==> config.mk <==
export PLATFORM = sky130hd
export DESIGN_NAME = dm_cache_wb
export DESIGN_NICKNAME = d
export VERILOG_FILES = /design/src/rtl/dm_cache_wb.sv
export SDC_FILE = /design/constraint.sdc
export NUM_CORES = 1
export LEC_CHECK = 0
export ABC_AREA = 1
export CORE_UTILIZATION = 40
export DETAILED_ROUTE_END_ITERATION = 6
export GPL_TIMING_DRIVEN = 0
export SLEW_MARGIN = 20
export SYNTH_ARGS = -nofsm -noshare
export SYNTH_HDL_FRONTEND = slang
export SYNTH_SLANG_ARGS = --single-unit
==> constraint.sdc <==
create_clock -name clk -period 4.8 [get_ports clk]
set_clock_uncertainty 0.2 [all_clocks]
set_input_delay 0.96 -clock clk [delete_from_list [all_inputs] [get_ports clk]]
set_output_delay 0.96 -clock clk [all_outputs]
set_load 0.1 [all_outputs]
==> src/rtl/dm_cache_wb.sv <==
// dm_cache_wb: direct-mapped, write-back, write-allocate cache between a CPU
// word port and a word-serial main-memory port.
//   hit        : the request completes through RESP one cycle after it is seen
//   clean miss : FILL a block word by word, then re-look-up (now a hit)
//   dirty miss : WB the victim block word by word, then FILL
// Optional macro CACHE_STATS_EN adds hit/miss counters. Without it hit_cnt
// and miss_cnt are tied to zero and no counter flops exist.
module dm_cache_wb #(
   parameter int WORD_SIZE   = 16,
   parameter int LINES       = 4,
   parameter int BLOCK_WORDS = 4
) (
   input  logic                 clk,
   input  logic                 reset_n,
   input  logic                 readC,
   input  logic                 writeC,
   input  logic [WORD_SIZE-1:0] address,
   input  logic [WORD_SIZE-1:0] data_in,
   output logic [WORD_SIZE-1:0] data_out,
   output logic                 readyC,
   output logic                 readM,
   output logic                 writeM,
   output logic [WORD_SIZE-1:0] addressM,
   input  logic [WORD_SIZE-1:0] dataM_in,
   output logic [WORD_SIZE-1:0] dataM_out,
   input  logic                 readyM,
   output logic [WORD_SIZE-1:0] hit_cnt,
   output logic [WORD_SIZE-1:0] miss_cnt
);

   // state  | meaning
   // IDLE   | waiting for a request; performs the tag lookup
   // WB     | writing the dirty victim block back, one word per readyM
   // FILL   | reading the requested block in, one word per readyM
   // RESP   | readyC pulse for one cycle
   localparam logic [1:0] S_IDLE = 2'd0;
   localparam logic [1:0] S_WB   = 2'd1;
   localparam logic [1:0] S_FILL = 2'd2;
   localparam logic [1:0] S_RESP = 2'd3;

   localparam int OFF = $clog2(BLOCK_WORDS);
   localparam int IDX = $clog2(LINES);
   localparam int TAG = WORD_SIZE - IDX - OFF;
   localparam logic [OFF-1:0] LAST_WORD = OFF'(BLOCK_WORDS - 1);

   logic [1:0]           state;
   logic [OFF-1:0]       cnt;
   logic [LINES-1:0]     valid_q;
   logic [LINES-1:0]     dirty_q;
   logic [TAG-1:0]       tag_q  [LINES];
   logic [WORD_SIZE-1:0] data_q [LINES*BLOCK_WORDS];

   logic [TAG-1:0] req_tag;
   logic [IDX-1:0] req_idx;
   logic [OFF-1:0] req_off;
   logic           req;
   logic           req_wr;
   logic           hit;
   logic           victim_dirty;
   logic           last_word;
   logic           lookup;
   logic           fill_beat;
   logic           fill_done;

   assign req_tag = address[WORD_SIZE-1 -: TAG];
   assign req_idx = address[OFF +: IDX];
   assign req_off = address[0 +: OFF];

   // Both request lines high is treated as a write.
   assign req          = readC | writeC;
   assign req_wr       = writeC;
   assign hit          = valid_q[req_idx] && (tag_q[req_idx] == req_tag);
   assign victim_dirty = valid_q[req_idx] && dirty_q[req_idx];
   assign last_word    = (cnt == LAST_WORD);
   assign lookup       = (state == S_IDLE) && req;
   assign fill_beat    = (state == S_FILL) && readyM;
   assign fill_done    = fill_beat && last_word;

   assign readyC = (state == S_RESP);
   assign readM  = (state == S_FILL);
   assign writeM = (state == S_WB);

   // Memory-side address and write data; zero whenever no beat is in progress.
   always_comb begin
      addressM  = '0;
      dataM_out = '0;
      if (state == S_WB) begin
         addressM  = {tag_q[req_idx], req_idx, cnt};
         dataM_out = data_q[{req_idx, cnt}];
      end else if (state == S_FILL) begin
         addressM  = {req_tag, req_idx, cnt};
      end
   end

   // Controller: lookup, writeback/refill sequencing, line status, read data.
   always_ff @(posedge clk) begin
      if (!reset_n) begin
         state    <= S_IDLE;
         cnt      <= '0;
         valid_q  <= '0;
         dirty_q  <= '0;
         data_out <= '0;
      end else begin
         case (state)
            S_IDLE: begin
               if (req) begin
                  cnt <= '0;
                  if (hit) begin
                     if (req_wr) dirty_q[req_idx] <= 1'b1;
                     else        data_out <= data_q[{req_idx, req_off}];
                     state <= S_RESP;
                  end else if (victim_dirty) begin
                     state <= S_WB;
                  end else begin
                     // The line is rewritten word by word; keep it invalid
                     // until the whole block has arrived.
                     valid_q[req_idx] <= 1'b0;
                     state            <= S_FILL;
                  end
               end
            end
            S_WB: begin
               if (readyM) begin
                  cnt <= cnt + 1'b1;
                  if (last_word) begin
                     valid_q[req_idx] <= 1'b0;
                     dirty_q[req_idx] <= 1'b0;
                     state            <= S_FILL;
                  end
               end
            end
            S_FILL: begin
               if (readyM) begin
                  cnt <= cnt + 1'b1;
                  if (last_word) begin
                     valid_q[req_idx] <= 1'b1;
                     dirty_q[req_idx] <= 1'b0;
                     state            <= S_IDLE;
                  end
               end
            end
            S_RESP: begin
               state <= S_IDLE;
            end
            default: begin
               state <= S_IDLE;
            end
         endcase
      end
   end

   // Line data: CPU write hits and refill words. Held off during reset so an
   // aborted refill cannot touch the array.
   always_ff @(posedge clk) begin
      if (reset_n) begin
         if (lookup && hit && req_wr) begin
            data_q[{req_idx, req_off}] <= data_in;
         end else if (fill_beat) begin
            data_q[{req_idx, cnt}] <= dataM_in;
         end
      end
   end

   // Tag store, written once the refilled block is complete.
   always_ff @(posedge clk) begin
      if (reset_n && fill_done) begin
         tag_q[req_idx] <= req_tag;
      end
   end

`ifdef CACHE_STATS_EN
   logic                 relook_q;
   logic [WORD_SIZE-1:0] hit_q;
   logic [WORD_SIZE-1:0] miss_q;

   // Hit/miss statistics; the hit that completes a refilled request is not
   // counted because that request was already counted as a miss.
   always_ff @(posedge clk) begin
      if (!reset_n) begin
         relook_q <= 1'b0;
         hit_q    <= '0;
         miss_q   <= '0;
      end else begin
         if (fill_done)              relook_q <= 1'b1;
         else if (state == S_IDLE)   relook_q <= 1'b0;
         if (lookup) begin
            if (!hit)                miss_q <= miss_q + 1'b1;
            else if (!relook_q)      hit_q  <= hit_q + 1'b1;
         end
      end
   end

   assign hit_cnt  = hit_q;
   assign miss_cnt = miss_q;
`else
   assign hit_cnt  = '0;
   assign miss_cnt = '0;
`endif

endmodule

* Yosys cells after proc, flatten, opt, wreduce, memory -nomap -nowiden
Memories as Yosys holds them, arrays and structs flattened. A register that Yosys moved wholly into a read port is not among the register bits.
Index checks and enable logic that the tools add are counted.
** Cells by class
- Add/sub/neg operators :: 1
- Reductions and logical operators :: 20
- $lt $le $gt $ge :: 2
- Mux-type cells :: 46
- Multiply operators :: 0
- Bitwise gates (word level) :: 7
- Shift operators :: 0
- Equal/unequal tests :: 16
- Divide/modulo/power cells :: 0
** Operators with widths (number)
- 16-bit two-way mux :: 4
- 4-bit two-way mux :: 13
- 2-bit two-way mux :: 9
- 16-bit OR reduction :: 1
- 1-bit two-way mux :: 13
- 12-bit == test :: 1
- 2-bit by 1-bit inequality test with 1-bit output (second input constant) :: 6
- 4-bit case mux with 3 select lines :: 1
- 2-bit inequality test (second input constant) :: 5
- 1-bit logical AND :: 9
- 4-bit bitwise AND :: 2
- 4-bit bitwise OR :: 2
- 2-bit case mux with 4 select lines :: 1
- 4-bit case mux with 2 select lines :: 1
- 8-bit AND reduction :: 1
- 2-bit == test (second input constant) :: 3
- 6-bit AND reduction :: 1
- 5-bit AND reduction :: 1
- 1-bit binary-select mux with 2-bit select :: 2
- 4-bit inverter :: 1
- 2-bit case mux with 2 select lines :: 1
- 4-bit AND reduction :: 1
- 2-bit by 3-bit less-than comparator with 1-bit output (second input constant) :: 1
- 3-bit AND reduction :: 1
- other kinds (11) :: 11
** Storage, ports and cells
- Input port bits :: 53
- Memories :: 2
- Memory bits (writable) :: 304
- Output and inout port bits :: 83
- Latch bits :: 0
- ROM bits :: 0
- Word-level logic and storage cells :: 98
- Flip-flop bits (word level) :: 12
** Memory list
- data_q :: depth 16, width 16, rd ports 2, clocked after Yosys merged registers in 1, wr ports 1, line 51 : logic [WORD_SIZE-1:0] data_q [LINES*BLOCK_WORDS];
- tag_q :: depth 4, width 12, rd ports 1, clocked after Yosys merged registers in 0, wr ports 1, line 50 : logic [TAG-1:0] tag_q [LINES];

* Longest topological paths before layout
Gate-level depths: netlist of run 1.
- Depth after elaboration :: 10
- Depth in mapped cells :: 20
- Depth with buffers taken out :: 17

* Least setup slack after synthesis of run 1
No wires, ideal clock.
- Path type :: input to output
- Start :: input port address[3]
- End :: output port dataM_out[11]
- Stages :: 7
- Arrival time :: 3894 ps
- Path buffers :: 4
- Slack :: -254 ps
- Required time :: 3640 ps
- Cell sequence :: buf_2 > buf_2 > nor2_2 > clkbuf_1 > buf_1 > nand2_1 > a41oi_1
** On the way
- Word-level cells in the longest chain between the ends :: 2
** RTL lines
- from (decl) :: line 17 : input logic [WORD_SIZE-1:0] address,
- memory read 16 x 16 bit
- 16-bit two-way mux :: line 87 : if (state == S_WB) begin
- to (decl) :: line 25 : output logic [WORD_SIZE-1:0] dataM_out,
Every way passes these cells.

* Worst setup path in the final report of run 1
- Start :: register cnt[0]
- End :: output port dataM_out[5]
** On the way
- Word-level cells in the longest chain between the ends :: 2
** RTL lines
- from (decl) :: line 47 : logic [OFF-1:0] cnt;
- from (signal assigned) :: line 124 : cnt <= cnt + 1'b1;
- from (signal assigned) :: line 134 : cnt <= cnt + 1'b1;
- memory read 16 x 16 bit
- 16-bit two-way mux :: line 87
Every way passes these cells.

==> metrics, run 1 <==
Maximum Capacitance Violations=0; Worst VDD drop=approximately 0.00032 V; Yosys top cell by area=edfxtp_1; antenna violations before repair=2; H-tree lvl count=2; CP Max Fanout=10; Clk pin slew, worst setup/hold paths=around 0.060 ns; Leakage=between 7 and 8 nW; fin crit share=1.035; failing checks=DRC, setup timing; Die Area=~42000 um^2; first-pass GRT wire length=between 80000 and 90000 um; CP endpoint kind=primary output; crit path from=cnt[0]$_SDFFE_PN0P_; residual DRC count=1; CTS tree=done; Clk Latency, worst-skew pair=0.54 ns; Final #Nets=~2000; critical setup path kind=reg2out; layout cells sized above 1=0.1144; IO Pins=between 100 and 150; worst r2r src=state[0]$_SDFFE_PN0P_; commonest non-fill, non-tap cell in the layout=o21ai_0; post-synthesis sequential area ratio=0.5897; unrepaired setup endpoints after global routing=true; CTS Hold Bufs=0; Row Count=73; status=finished with violations; Worst EP required=between 3 and 4 ns; post-synthesis async set-or-reset flop share=0; Yosys reg bits=between 300 and 400; Netlist cell types=35; worst slew pin tran=roughly 1.1 ns; WL final=63290 um; minimum clock period=around 5 ns; hold path depth=1; Avg Cell Area, Syn=approximately 9.3 um^2; Root Buffer=clkbuf_16; grt ovf=0; most frequent cells in the layout=388 x o21ai_0, 311 x nand2_1, 304 x edfxtp_1; Place WS=-0.8752 ns; fmax=201.3 MHz; RD Place Congestion=approximately 1.0; diodes inserted=0; Worst Hold Launch=data_out[4]$_SDFFE_PN0P_; vias in the first global route=13590; Hold Path Class=reg2reg; buffers added on ports=about 100; area delta synth->final=20.71%; WL/cell=25.32 um; Post-synth EDFFs=approximately 300; post-synth top area share=0.5556; Post-Route Utilization=0.4946; total CTS buffers=38; Die H=approximately 200 um; Core Area=roughly 40000 um^2; synthesized cell area=16430 um^2; vias per std cell=between 5 and 6; Max clock buf depth=3; Final ANT Viol Nets=0; Synth warnings=0; top cells by area, synth=edfxtp_1 56%, o21ai_0 12%, nand2_1 7.1%; endpoints failing setup=6; final hold vios=0; power per cell area=approximately 400 nW/um^2; DR iter-0 viols=approximately 1800; worst endpoint data arrival time=approximately 3.8 ns; crit path launch type=flip-flop; Pins Over Slew Limit=0; predominant post-synthesis flop cell=edfxtp_1; relative slew slack=0.2936; Num Clock Sinks=between 300 and 400; initial cell density of the core=0.4097; worst setup margin=-0.1688 ns; DP Wirelength=approximately 45000 um; gr usage total=0.2997; Die Width=204.7 um; Post-CTS Repair Setup Buffers=0; largest net degree at the start of global routing=17; worst-case reg-to-reg path depth=10; synthesized instance count=1769; DR pass1 iterations=7; Vias=~15000
[through the flow]
step / cells / cell area [um^2] / total power [mW] / TNS, ns / hold WS [ns]
final: 2500 / 19830 / 7.905 / -0.4343 / 0.2660
after detailed placement: 2435 / 18520 / 4.870 / -12.16 / 0.2587
after global placement: 2423 / 18300 / 4.854 / -78.23 / 0.2542
after CTS: 2502 / 19830 / 7.851 / 0 / 0.2721
after global routing: 2500 / 19830 / 8.085 / -0.09463 / 0.2974
after floorplan: 1800 / 16670 / 4.232 / 0 / 0.2776
[registers in the layout (all words and copies together), names as in the netlist, named ones only]
signal / flops
data_q: 256
tag_q: 48
data_out: 16
cnt: 2
state: 2
[critical path: stages (launching register included)]
cell and delay (ns):
dfxtp_1 0.44, clkbuf_2 0.29, inv_2 0.13, clkbuf_2 0.36, clkbuf_2 0.47, nor2_1 0.09, o21ai_0 0.45, nand2_1 0.13
a41oi_2 0.28, clkdlybuf4s18_2 0.60
[path summary, 6_finish.rpt]
| path | end | slack, ns |
|---|---|---|
| hold / removal | data_out[4]$_SDFFE_PN0P_ | 0.27 |
| setup / recovery | dataM_out[5] | -0.17 |
| hold reg to reg | data_out[4]$_SDFFE_PN0P_ | 0.27 |
| setup reg to reg | data_q[3][3]$_DFFE_PP_ | 1.01 |
[area by class of cell]
cell class / count / area (um^2)
clock buffers: 44 / 1047
inverters: 104 / 399.1
plain buffers: 151 / 775.7
clock inverters: 23 / 244.0
fillers: 3726 / 20260
flip-flops and latches: 332 / 9689
multi-input cells: 1211 / 5898
repair buffers: 110 / 1122
well taps: 525 / 656.9
[report_power, final]
part	switching, mW	total [mW]	leakage, nW	internal [mW]
logic	1.29	1.67	3.67	0.371
clock network	1.19	3.02	0.639	1.83
registers	0.0171	3.22	2.96	3.21
[cell usage after synthesis (4+ instances only)]
cell type / instances
nand4_1: 5
nand3b_1: 5
o21a_1: 16
nand2_1: 311
o21ai_0: 388
nand2_2: 13
buf_2: 10
nor2_1: 179
clkbuf_1: 82
nand3_1: 35
a31oi_1: 12
dfxtp_1: 28
ha_1: 6
a41oi_1: 16
edfxtp_1: 304
a221oi_1: 16
buf_6: 4
buf_1: 20
a21oi_1: 161
inv_1: 99
buf_4: 36
[cell families after synthesis]
group | count (synthesis) | synth area share
other | 1 | 0.0002282
DFF | 332 | 0.5897
adders and majority gates | 6 | 0.004569
AOI/OAI and AO/OA | 618 | 0.2001
and+or+nand+nor | 555 | 0.1354
buffers and inverters | 257 | 0.06991
[repair_timing]
item	in CTS	in global routing
endpoints found under the hold margin	0	0
endpoints found under the setup margin	17	19
gates resized for setup	76	29
[metal layers]
metal	global-route usage	up-vias	routed length (um)
li1	-	6505	-
met1	0.3742	6942	23250
met5	0	-	14
met4	0.1527	2	3459
met2	0.4806	1004	29200
met3	0.07477	225	7364
Power figures use the tool's default switching activity.
==> run 2, diff against run 1 <==
Settings changed: CELL_PAD_IN_SITES_DETAIL_PLACEMENT set to 1, CELL_PAD_IN_SITES_GLOBAL_PLACEMENT set to 1, PLACE_DENSITY_LB_ADDON set to 0.1.
==> run 2 against run 1 <==
The run ends with setup timing left. Clock power down 2%. Core utilization is 0.25 points lower. Sequential share of layout area rose by 0.25 points. Fmax grew 2.6%. Design area is 0.50% lower. Die area unchanged. Worst hold slack better by 0.0025 ns. Register-to-register slack hardly changed.
==> metrics, run 2 (synthesis gave the netlist of run 1 again) <==
area occupied by registers=9689 um^2 (unchanged); CP endpoint kind=primary output; dpl cells=2431 (-0.16%); Final #Nets=2002 (-0.25%); Hold Path Class=reg2reg; status=finished with violations; Root Buffer=clkbuf_16; Worst EP required=3.64 ns (about the same); Core Area=40100 um^2 (unchanged); Leakage=7.111 nW (-2.2%); unrepaired setup endpoints after global routing=false; Num Clock Sinks=332 (unchanged); Row Count=73 (unchanged); layout cells sized above 1=0.1082 (-0.006199); failing checks=setup timing; Die Area=41890 um^2 (unchanged); commonest non-fill, non-tap cell in the layout=o21ai_0; Die Width=204.7 um (unchanged); WL final=69540 um (+9.9%); total CTS buffers=37 (-2.6%); power per cell area=399.3 nW/um^2 (+0.18%); non-filler cells, final=2493 (-0.28%); Post-CTS Resized=79 (+3.9%); relative slew slack=0.2685 (-0.02506); hold path depth=1 (unchanged); Maximum Capacitance Violations=0 (unchanged); Clk Latency, worst-skew pair=0.57 ns (+0.03 ns); buffers added on ports=98 (unchanged); IO Pins=136 (unchanged); Worst VDD drop=0.0003822 V (+20%); worst endpoint data arrival time=3.68 ns (-0.13 ns); CP Max Fanout=10 (unchanged); vias in the first global route=14990 (+10%); Place WS=-1.231 ns (-0.3563 ns); worst r2r src=state[0]$_SDFFE_PN0P_; first-pass GRT wire length=99660 um (+11%); grt ovf=0 (unchanged); largest registers=data_q (256), tag_q (48), data_out (16); Largest Register=data_q; vias per std cell=6.018 (+2.5%); minimum clock period=4.841 ns (-0.1275 ns); critical setup path kind=reg2out; DR iter-0 viols=1452 (-21%); area delta synth->final=20.11%; Reg2Reg Capture Point=data_q[0][11]$_DFFE_PP_; crit path launch type=flip-flop; Post-CTS Repair Setup Buffers=0 (unchanged); hold_ws=0.2685 ns (+0.002513 ns); fmax=206.6 MHz (+2.6%); endpoints failing setup=4 (-2); most frequent cells in the layout=388 x o21ai_0, 311 x nand2_1, 304 x edfxtp_1; gr usage total=0.3341 (+0.03436); worst setup margin=-0.04126 ns (+0.1275 ns); H-tree lvl count=2 (unchanged); Vias=15000 (+2.2%); Pins Over Slew Limit=0 (unchanged); diodes inserted=0 (unchanged); Max clock buf depth=3 (unchanged); WL/cell=27.89 um (+10%); Post-Route Utilization=0.4921 (-0.002496); Clk pin slew, worst setup/hold paths=0.06 ns (about the same); residual DRC count=0 (-1); antenna violations before repair=1 (-1); worst hold endpoint=data_out[10]$_SDFFE_PN0P_; final hold vios=0 (unchanged); fill count=4575 (+23%); DP Wirelength=49310 um (+9.3%); max reg flops=256 (unchanged); reg2reg setup slack=1.00 ns (about the same); CTS Hold Bufs=0 (unchanged); fin crit share=1.009 (-0.02657); CTS tree=done; largest net degree at the start of global routing=20 (+3); worst slew pin tran=1.097 ns (+0.03759 ns); Multi-input gate area=5928 um^2 (+0.51%); worst-case reg-to-reg path depth=10 (unchanged); DR pass1 iterations=5 (-2); Worst Hold Launch=data_out[10]$_SDFFE_PN0P_; Final ANT Viol Nets=0 (unchanged); RD Place Congestion=0.9879 (-1.7%); initial cell density of the core=0.4097 (unchanged); Die H=204.7 um (unchanged)
-- run 2: cell count changes in the layout (fill, tap and decap cells not counted), sizes merged --
cell	delta
clkbuf	+3
inv	+1
clkdlybuf4s50	+5
dlymetal6s2s	-6
clkinv	-7
buf	-4
dlygate4sd2	+1
-- run 2: power breakdown --
part           switching, mW  internal [mW]
Combinational           1.34          0.372
Clock                   1.20           1.75
Sequential            0.0160           3.21
Total                   2.55           5.33
-- run 2: cell type report --
class,instances,area share
well taps,525,0.03329
flip-flops and latches,332,0.4910
repair buffers,106,0.05358
plain buffers,151,0.03976
clock inverters,17,0.01072
multi-input cells,1211,0.3004
inverters,104,0.02023
clock buffers,47,0.05098
-- run 2: worst max-delay path by stage --
stage                                startpoint             to  slack (ns)  cells after the start
after floorplan           state[1]$_SDFFE_PN0P_   addressM[10]        0.22                      6
after global placement               address[3]   dataM_out[3]       -1.19                      8
after detailed placement             address[3]   dataM_out[3]       -1.23                      8
after CTS                 state[1]$_SDFFE_PN0P_  dataM_out[13]       -0.04                      7
after global routing        cnt[0]$_SDFFE_PN0P_  dataM_out[12]       0.005                      8
final                       cnt[0]$_SDFFE_PN0P_  dataM_out[13]       -0.04                      8
-- run 2: stage by stage --
stage,power [mW],cell area (um^2),setup TNS (ns)
floorplan,4.232,16670,0
global placement,4.886,18300,-130.16
detailed placement,4.924,18500,-16.11
CTS,7.837,19760,-0.1289
global route,8.054,19730,0
finish,7.879,19730,-0.08883
-- run 2: metal layers --
metal / global-route usage / wire [um]
met1: 0.4306 / 27910
met2: 0.5240 / 31820
met4: 0.2138 / 4367
met5: 0 / 19
met3: 0.05218 / 5422
-- run 2: worst max-delay path: stages, from the launching register on --
cell	delay, ns
dfxtp_1	0.52
clkbuf_2	0.39
clkbuf_2	0.34
clkbuf_2	0.38
o21ai_0	0.16
o21ai_0	0.37
nand2_1	0.11
a41oi_2	0.33
buf_2	0.49
